$ cat config.mk
export PLATFORM = sky130hd
export DESIGN_NAME = ac_viol_tracker
export DESIGN_NICKNAME = d
export VERILOG_FILES = /design/src/rtl/ac_pkg.sv /design/src/rtl/ac_viol_tracker.sv
export SDC_FILE = /design/constraint.sdc
export NUM_CORES = 1
export LEC_CHECK = 0
export CAP_MARGIN = 15
export CORE_AREA = 2 2 39 41
export CTS_BUF_LIST = sky130_fd_sc_hd__clkbuf_4
export DETAILED_ROUTE_END_ITERATION = 12
export DIE_AREA = 0 0 41 43
export PLACE_DENSITY_LB_ADDON = 0.12
export SLEW_MARGIN = 0
export SYNTH_ARGS = -nofsm -noshare
export SYNTH_HDL_FRONTEND = slang
export SYNTH_SLANG_ARGS = --single-unit
$ cat constraint.sdc
create_clock -name clk_i -period 2 [get_ports clk_i]
set_clock_uncertainty 0.1 [all_clocks]
set_input_delay 0.3 -clock clk_i [delete_from_list [all_inputs] [get_ports clk_i]]
set_output_delay 0.3 -clock clk_i [all_outputs]
set_load 0.02 [all_outputs]
$ cat src/rtl/ac_pkg.sv
// ac_pkg: shared types and constants for the access-control checker
package ac_pkg;
    typedef enum logic [1:0] {READ, WRITE, EXEC, ILLEGAL} req_type_e;
    localparam int PERM_R = 0;
    localparam int PERM_W = 1;
    localparam int PERM_X = 2;
    localparam int LOCK_THRESH_DEF = 4;
    localparam int CNT_W = 8;
    typedef struct packed {
        logic grant;
        logic err;
    } ac_resp_t;
endpackage

$ cat src/rtl/ac_viol_tracker.sv
// ac_viol_tracker: per-master saturating violation counter with sticky OPEN/LOCKED state
module ac_viol_tracker
    import ac_pkg::*;
#(
    parameter int LockThresh = LOCK_THRESH_DEF
) (
    input  logic             clk_i,
    input  logic             rst_ni,
    input  logic             viol_pulse,
    output logic             lock,
    output logic [CNT_W-1:0] count
);
    localparam logic [0:0] OPEN   = 1'b0;
    localparam logic [0:0] LOCKED = 1'b1;
    logic [0:0]       state;
    logic [CNT_W-1:0] cnt_n;
    assign cnt_n = &count ? count : count + 1'b1;
    assign lock  = state == LOCKED;
    // lock is decided from the incremented value so it lands with the count update
    always_ff @(posedge clk_i or negedge rst_ni) begin
        if (!rst_ni) begin
            count <= '0;
            state <= OPEN;
        end else if (viol_pulse) begin
            count <= cnt_n;
            state <= cnt_n >= CNT_W'(LockThresh) ? LOCKED : state;
        end
    end
endmodule

=== After elaboration in Yosys (flattened, before gate mapping) ===
Cells that the tools add are included.

* $add $sub $neg: 1
* Order comparisons: 1
* Mux-type cells: 1
* Reduce and logical (&&, ||, !) cells: 2

{| class="wikitable"
|+ Operators by type and width
! cell !! number
|-
| 8-bit by 1-bit adder with 8-bit output, second input constant || 1
|-
| 8-bit by 3-bit greater-or-equal comparator with 1-bit output, second input constant || 1
|-
| 8-bit 2-to-1 mux || 1
|-
| 8-bit AND reduction || 1
|-
| 2-bit AND reduction || 1
|}

* Bits in registers: 9
* Output and inout bits: 9
* Logic and storage cells: 7

=== Logic depth before layout (Yosys ltp) ===
Gate-level depths: netlist of the first run.

* Depth in word-level cells: 4
* Mapped depth: 5
* Depth with buffers taken out: 5

=== Worst setup path before layout of the first run ===
OpenSTA, ideal clock, no wires.

* Path type: reg-to-reg
* Start: register count[0]
* End: register count[1]
* Setup time: 0.125 ns
* Arrival time: 1.546 ns
* Setup slack: 0.229 ns
* Cell stages (with the launch flop): 5
* Period minus slack after synthesis: 1.771 ns
* Path through: dfrtp_1 > ha_1 > nand4_2 > o31ai_4 > mux2_4

* Longest elaborated chain between the ends: 2

{| class="wikitable"
|+ RTL lines
! item !! line !! RTL
|-
| start, declared || ac_viol_tracker.sv:11 || <nowiki>output logic [CNT_W-1:0] count</nowiki>
|-
| start signal, assigned || ac_viol_tracker.sv:25 || <nowiki>count <= cnt_n;</nowiki>
|-
| 8-bit by 1-bit adder with 8-bit output / 8-bit AND reduction (equally long branches) || ac_viol_tracker.sv:17 || <nowiki>assign cnt_n = &count ? count : count + 1'b1;</nowiki>
|-
| 8-bit 2-to-1 mux (*) || ac_viol_tracker.sv:17 ||
|}

Every way passes the cells marked *; elsewhere a longest branch is shown, timed or not.
A chain may end at the register's enable or synchronous reset.

=== Worst setup path in the final report of the first run ===
* Start: register count[3]
* End: output port count[3]

No word-level cell between the ends.

==> impl_metrics.ini, run 1 <==
[cts]
clock-root-buffer = clkbuf_4
cts_resized = 0
cts_setup_buffers = 0
clk_path_buf_depth = 2
cts_buffers = 3
hold_buffers = 0
clock_latency_ns = 0.26
cts_tree = done
clk_pin_slew_ns = 0.06
clock_sinks = 9
h-tree-depth = 1

[worst_setup_path]
cp_cell_sequence = clkdlybuf4s50_1
crit_arrival_ns = 1.40
crit_type = reg -> out
path_delay_family = buffers and inverters
crit_required_ns = 1.60
r2r-end = count[1]
r2r_start = count[0]
end_kind = output port
critPathBufInv = 1
rrSetupSlack_ns = 0.26
critPathLaunchType = flop
slowest_stage = clkdlybuf4s50_1
crit_path_max_incr_delay_ns = 0.65
worstRegToRegCells = 4
cp.depth = 1
crit_fanout = 7

[grt]
overflow = 0
grt_pass1_wl_um = 1840
track_usage_pct = 15.9
grt_start_max_net_pins = 10
antenna_found_initial = 0
grt_pass1_vias = 419

[run]
max_cap_violations = 0

[logic_synthesis]
syn_area_per_cell_um2 = 10.3
synth.distinct_cells = 22
syn_inst = 49
synth_fp_nets = 53
synth_area_um2 = 503
synth_seq_cells = 9
yosysWarnings = 0
ys_seq_area_share_pct = 44.8

[final_layout]
num-fill-cells = 130
fin_cells = 80
diodes = 0
layout-drive-gt1-share_pct = 17.2
area_growth_pct = 31.8
nets = 69
stdcell_area_um2 = 663

[die]
rows = 14
initial_core_util_pct = 36.3
ios = 12
die_w_um = 41
die_area_um2 = 1760
core_um2 = 1380
die_y_um = 43

[timing]
worst_pin_slew_ns = 0.419
rsz0062_at_grt = false
slew_viol_final = 0
min_period_ns = 1.80
report.final.setup_viol = 0
finalHoldViolCount = 0
period_share_pct = 89.8
setup_tns_ns = 0
maxSlewHeadroom_pct = 72.0
fmax_ghz = 0.557

[outcome]
status = complete, no violations

[placed_design]
dp_hpwl_um = 748
dp_cells = 76
place_congestion = 0.750
port_buffers = 11
post_dp_cell_area_um2 = 633

[power_and_ir_drop]
p_switching_uw = 447
p_comb_share_pct = 48.9
ir_drop_uv = 690
p_sw_share_pct = 42.3
p_int_uw = 611
pwr-share-seq_pct = 36.6
p_leak_uw = 0.000267
clock_power_share_pct = 14.5
power_per_cell_area_nw_per_um2 = 1600
power_uw = 1060

[drt]
ant_nets = 0
num_vias = 410
drt-initial-drc-count = 10
drc_errors = 0
wl_per_cell_um = 12.8
routed_wl_um = 1030
via_per_inst = 5.13
dr.pass1.iters = 4

[min_path]
hp-class = in -> async
==> worst max-delay path by stage <==
stage                to  startpoint  slack [ns]
2_1_floorplan  count[1]    count[0]        0.23
3_3_place_gp   count[1]    count[0]        0.27
3_5_place_dp   count[1]    count[0]        0.26
4_1_cts        count[3]    count[3]        0.20
5_1_grt        count[6]    count[0]        0.14
6_report       count[3]    count[3]        0.20
==> state kept, by name (all words and copies together) (netlist names) <==
name / flops
count: 8
lock: 1
==> layout make-up <==
| cell class | count | area, µm² | share of cell area, % |
|---|---|---|---|
| clock buffer | 4 | 30.0 | 4.53 |
| inverter | 1 | 3.75 | 0.566 |
| multi-input combinational | 39 | 274 | 41.3 |
| sequential | 9 | 225 | 34.0 |
| tap | 16 | 20.0 | 3.02 |
| timing repair buffer | 11 | 110 | 16.6 |
==> worst register-to-register path: cells and delay by family (launching register included) <==
kind	cells	cell delay [ns]
adders and majority gates	1	0.25
muxes	1	0.33
DFF	1	0.43
and+or+nand+nor	1	0.17
AOI/OAI and AO/OA	1	0.36
==> stage by stage <==
stage	hold WS [ns]	setup slack, ns	util (%)
finish	0.239	0.205	47.9
global route	0.269	0.137	47.9
CTS	0.247	0.198	47.9
detailed placement	0.446	0.258	45.8
global placement	0.443	0.265	45.8
floorplan	-0.0956	0.229	-
==> cells in the final DEF (no fill, tap or decap), drive strengths merged <==
master and instances:
clkbuf 4, nand2 7, and2 2, a21oi 2
nor3 1, xor2 1, a41oi 1, mux2i 1
mux2 4, ha 1, or2 1, nand4 2
o32ai 1, inv 1, a31oi 1, clkdlybuf4s50 11
xnor2 3, nand3 3, nor2 6, nand2b 1
o31ai 1, dfrtp 9
==> kinds of logic after synthesis <==
group | Yosys count | synth area share (%)
buf+inv | 1 | 0.746
mux | 5 | 11.7
fa+ha+maj | 1 | 2.49
flops | 9 | 44.8
simple gates | 23 | 22.4
xor+xnor | 4 | 6.97
compound gates | 6 | 10.9
==> per-layer routing <==
layer  global-route usage, %  vias to the layer above  share of wire, %  wire [µm]
li1                        -                      202                 -          -
met1                    23.3                      185                48        491
met2                    18.8                       17                43        439
met3                    3.14                        6               5.2         53
met4                    14.0                        0               4.0         41
met5                       0                        -                 0          0
==> power by group through the flow <==
stage                     sequential (µW)  combinational, µW  clock, µW
after floorplan                       460                226          0
after global placement                388                524          0
after detailed placement              388                516          0
after CTS                             386                522        163
after global routing                  408                567        175
final                                 388                518        153
==> synth_stat cells <==
cell type	n	area, µm²
xor2_1	1	8.76
mux2_2	3	33.8
mux2_4	1	15.0
nand3_1	3	15.0
o31ai_4	1	21.3
inv_1	1	3.75
a31oi_1	1	6.26
or2_2	1	6.26
mux2i_1	1	10.0
o32ai_1	1	8.76
nand4_1	1	6.26
xnor2_1	3	26.3
nand2_1	7	26.3
nor3_1	1	5.00
ha_1	1	12.5
nor2_1	6	22.5
a41oi_1	1	8.76
nand4_2	1	12.5
and2_1	2	12.5
nand2b_1	1	6.26
a21oi_1	2	10.0
dfrtp_1	9	225
(Power assumes the default switching activity.)
==> inputs of run 2 (changes only) <==
--- a/config.mk
+++ b/config.mk
@@ -11,6 +11,7 @@
 export DETAILED_ROUTE_END_ITERATION = 12
 export DIE_AREA = 0 0 41 43
 export PLACE_DENSITY_LB_ADDON = 0.12
+export SETUP_SLACK_MARGIN = 0.3
 export SLEW_MARGIN = 0
 export SYNTH_ARGS = -nofsm -noshare
 export SYNTH_HDL_FRONTEND = slang
==> impl_metrics.ini, run 2 (synthesized netlist as in run 1, its figures left out) <==
[worst_setup_path]
end_kind = output port
critPathLaunchType = flop
crit_start = lock
r2r_start = count[0]
crit_fanout = 3
slowest_stage = clkdlybuf4s50_1
crit_required_ns = 1.60
crit_type = reg -> out
cp.depth = 1
cp_cell_sequence = clkdlybuf4s50_1
rrSetupSlack_ns = 0.39
critPathBufInv = 1
endpoint = lock
crit_arrival_ns = 1.24
worstRegToRegCells = 4
path_delay_family = buffers and inverters
r2r-end = count[1]
crit_path_max_incr_delay_ns = 0.60

[power_and_ir_drop]
power_uw = 1110
ir_drop_uv = 806
p_leak_uw = 0.000306
power_per_cell_area_nw_per_um2 = 1560

[timing]
fmax_ghz = 0.611
maxSlewHeadroom_pct = 71.9
min_period_ns = 1.64
rsz0062_at_grt = false
worst_pin_slew_ns = 0.420
slew_viol_final = 0
report.final.setup_viol = 0
setup_tns_ns = 0
period_share_pct = 81.8
finalHoldViolCount = 0

[grt]
track_usage_pct = 16.7
overflow = 0
use_met3_pct = 6.28
grt-busiest-layer = met2
met1_usage_pct = 20.5
grt_pass1_vias = 415
grt_start_max_net_pins = 10
grt_pass1_wl_um = 1900
antenna_found_initial = 0
met2_usage_pct = 24.7

[placed_design]
post_dp_cell_area_um2 = 636
place_congestion = 0.808
dp_hpwl_um = 819
port_buffers = 11

[die]
core_um2 = 1380
rows = 14
initial_core_util_pct = 36.3
die_w_um = 41
die_y_um = 43
ios = 12
die_area_um2 = 1760

[cts]
clock_latency_ns = 0.27
cts_tree = done
clock_sinks = 9
clock-root-buffer = clkbuf_4
cts_buffers = 3
clk_pin_slew_ns = 0.06
h-tree-depth = 1
clk_path_buf_depth = 2

[final_layout]
num-fill-cells = 144
largest_reg_flops = 8
regArea_um2 = 228
multiInputGateArea_um2 = 303
stdcell_area_um2 = 714
final_cell_mix = 7 x nand2_1, 7 x dfrtp_1, 6 x dlygate4sd2_1, 5 x nor2_1, 4 x clkbuf_4
layout-drive-gt1-share_pct = 26.9
largest-register = count
nets = 72
area_growth_pct = 42.0
diodes = 0
fin_util_pct = 51.6

[run]
max_cap_violations = 0

[drt]
via_per_inst = 5.22
drc_errors = 0
wl_per_cell_um = 13.7
dr.pass1.iters = 4
drt-initial-drc-count = 9
num_vias = 433
routed_wl_um = 1130
ant_nets = 0

[min_path]
hp-class = in -> async

[outcome]
status = complete, no violations
## run 2: cell types whose count changed in the layout (fill, tap and decap cells not counted), sizes merged
cell           delta
buf               +3
dlymetal6s2s      +2
clkdlybuf4s50     -8
dlygate4sd2       +6
## run 2: worst min-delay path by stage
stage                to  slack [ns]  depth (start not counted)
2_1_floorplan  count[0]        -0.1                          0
3_3_place_gp   count[0]        0.40                          1
3_5_place_dp   count[0]        0.41                          1
4_1_cts            lock        0.25                          1
5_1_grt        count[7]        0.26                          1
6_report           lock        0.23                          1
## run 2: metrics by stage
step | hold slack, ns | cells | setup slack [ns]
2_1_floorplan | -0.0956 | 49 | 0.313
4_1_cts | 0.250 | 80 | 0.305
3_5_place_dp | 0.407 | 76 | 0.257
6_report | 0.231 | 83 | 0.364
3_3_place_gp | 0.405 | 76 | 0.279
5_1_grt | 0.258 | 83 | 0.312
## run 2: what timing repair did
item                                   4_1_cts  5_1_grt
hold buffers                                 0        0
resized for setup                            8        5
pin swaps                                    1        1
setup buffers                                0        3
setup endpoints to repair                    8        5
endpoints found under the hold margin        0        0
## run 2: area by class of cell
type                       instances  share of cell area, %
multi-input combinational         39                   42.4
sequential                         9                   31.9
timing repair buffer              14                   18.2
clock buffer                       4                   4.20
tap                               16                   2.80
inverter                           1                  0.525
## run 2: power by group
part           total [µW]  internal [µW]  switching [µW]
combinational         546            266             280
sequential            404            263             141
clock                 161           90.8            70.4
## run 2: routing by layer
metal  vias to the layer above  share of wire [%]
li1                        211                  -
met1                       207                 42
met2                        11                 50
met3                         4                4.8
met4                         0                2.9
met5                         -                  0
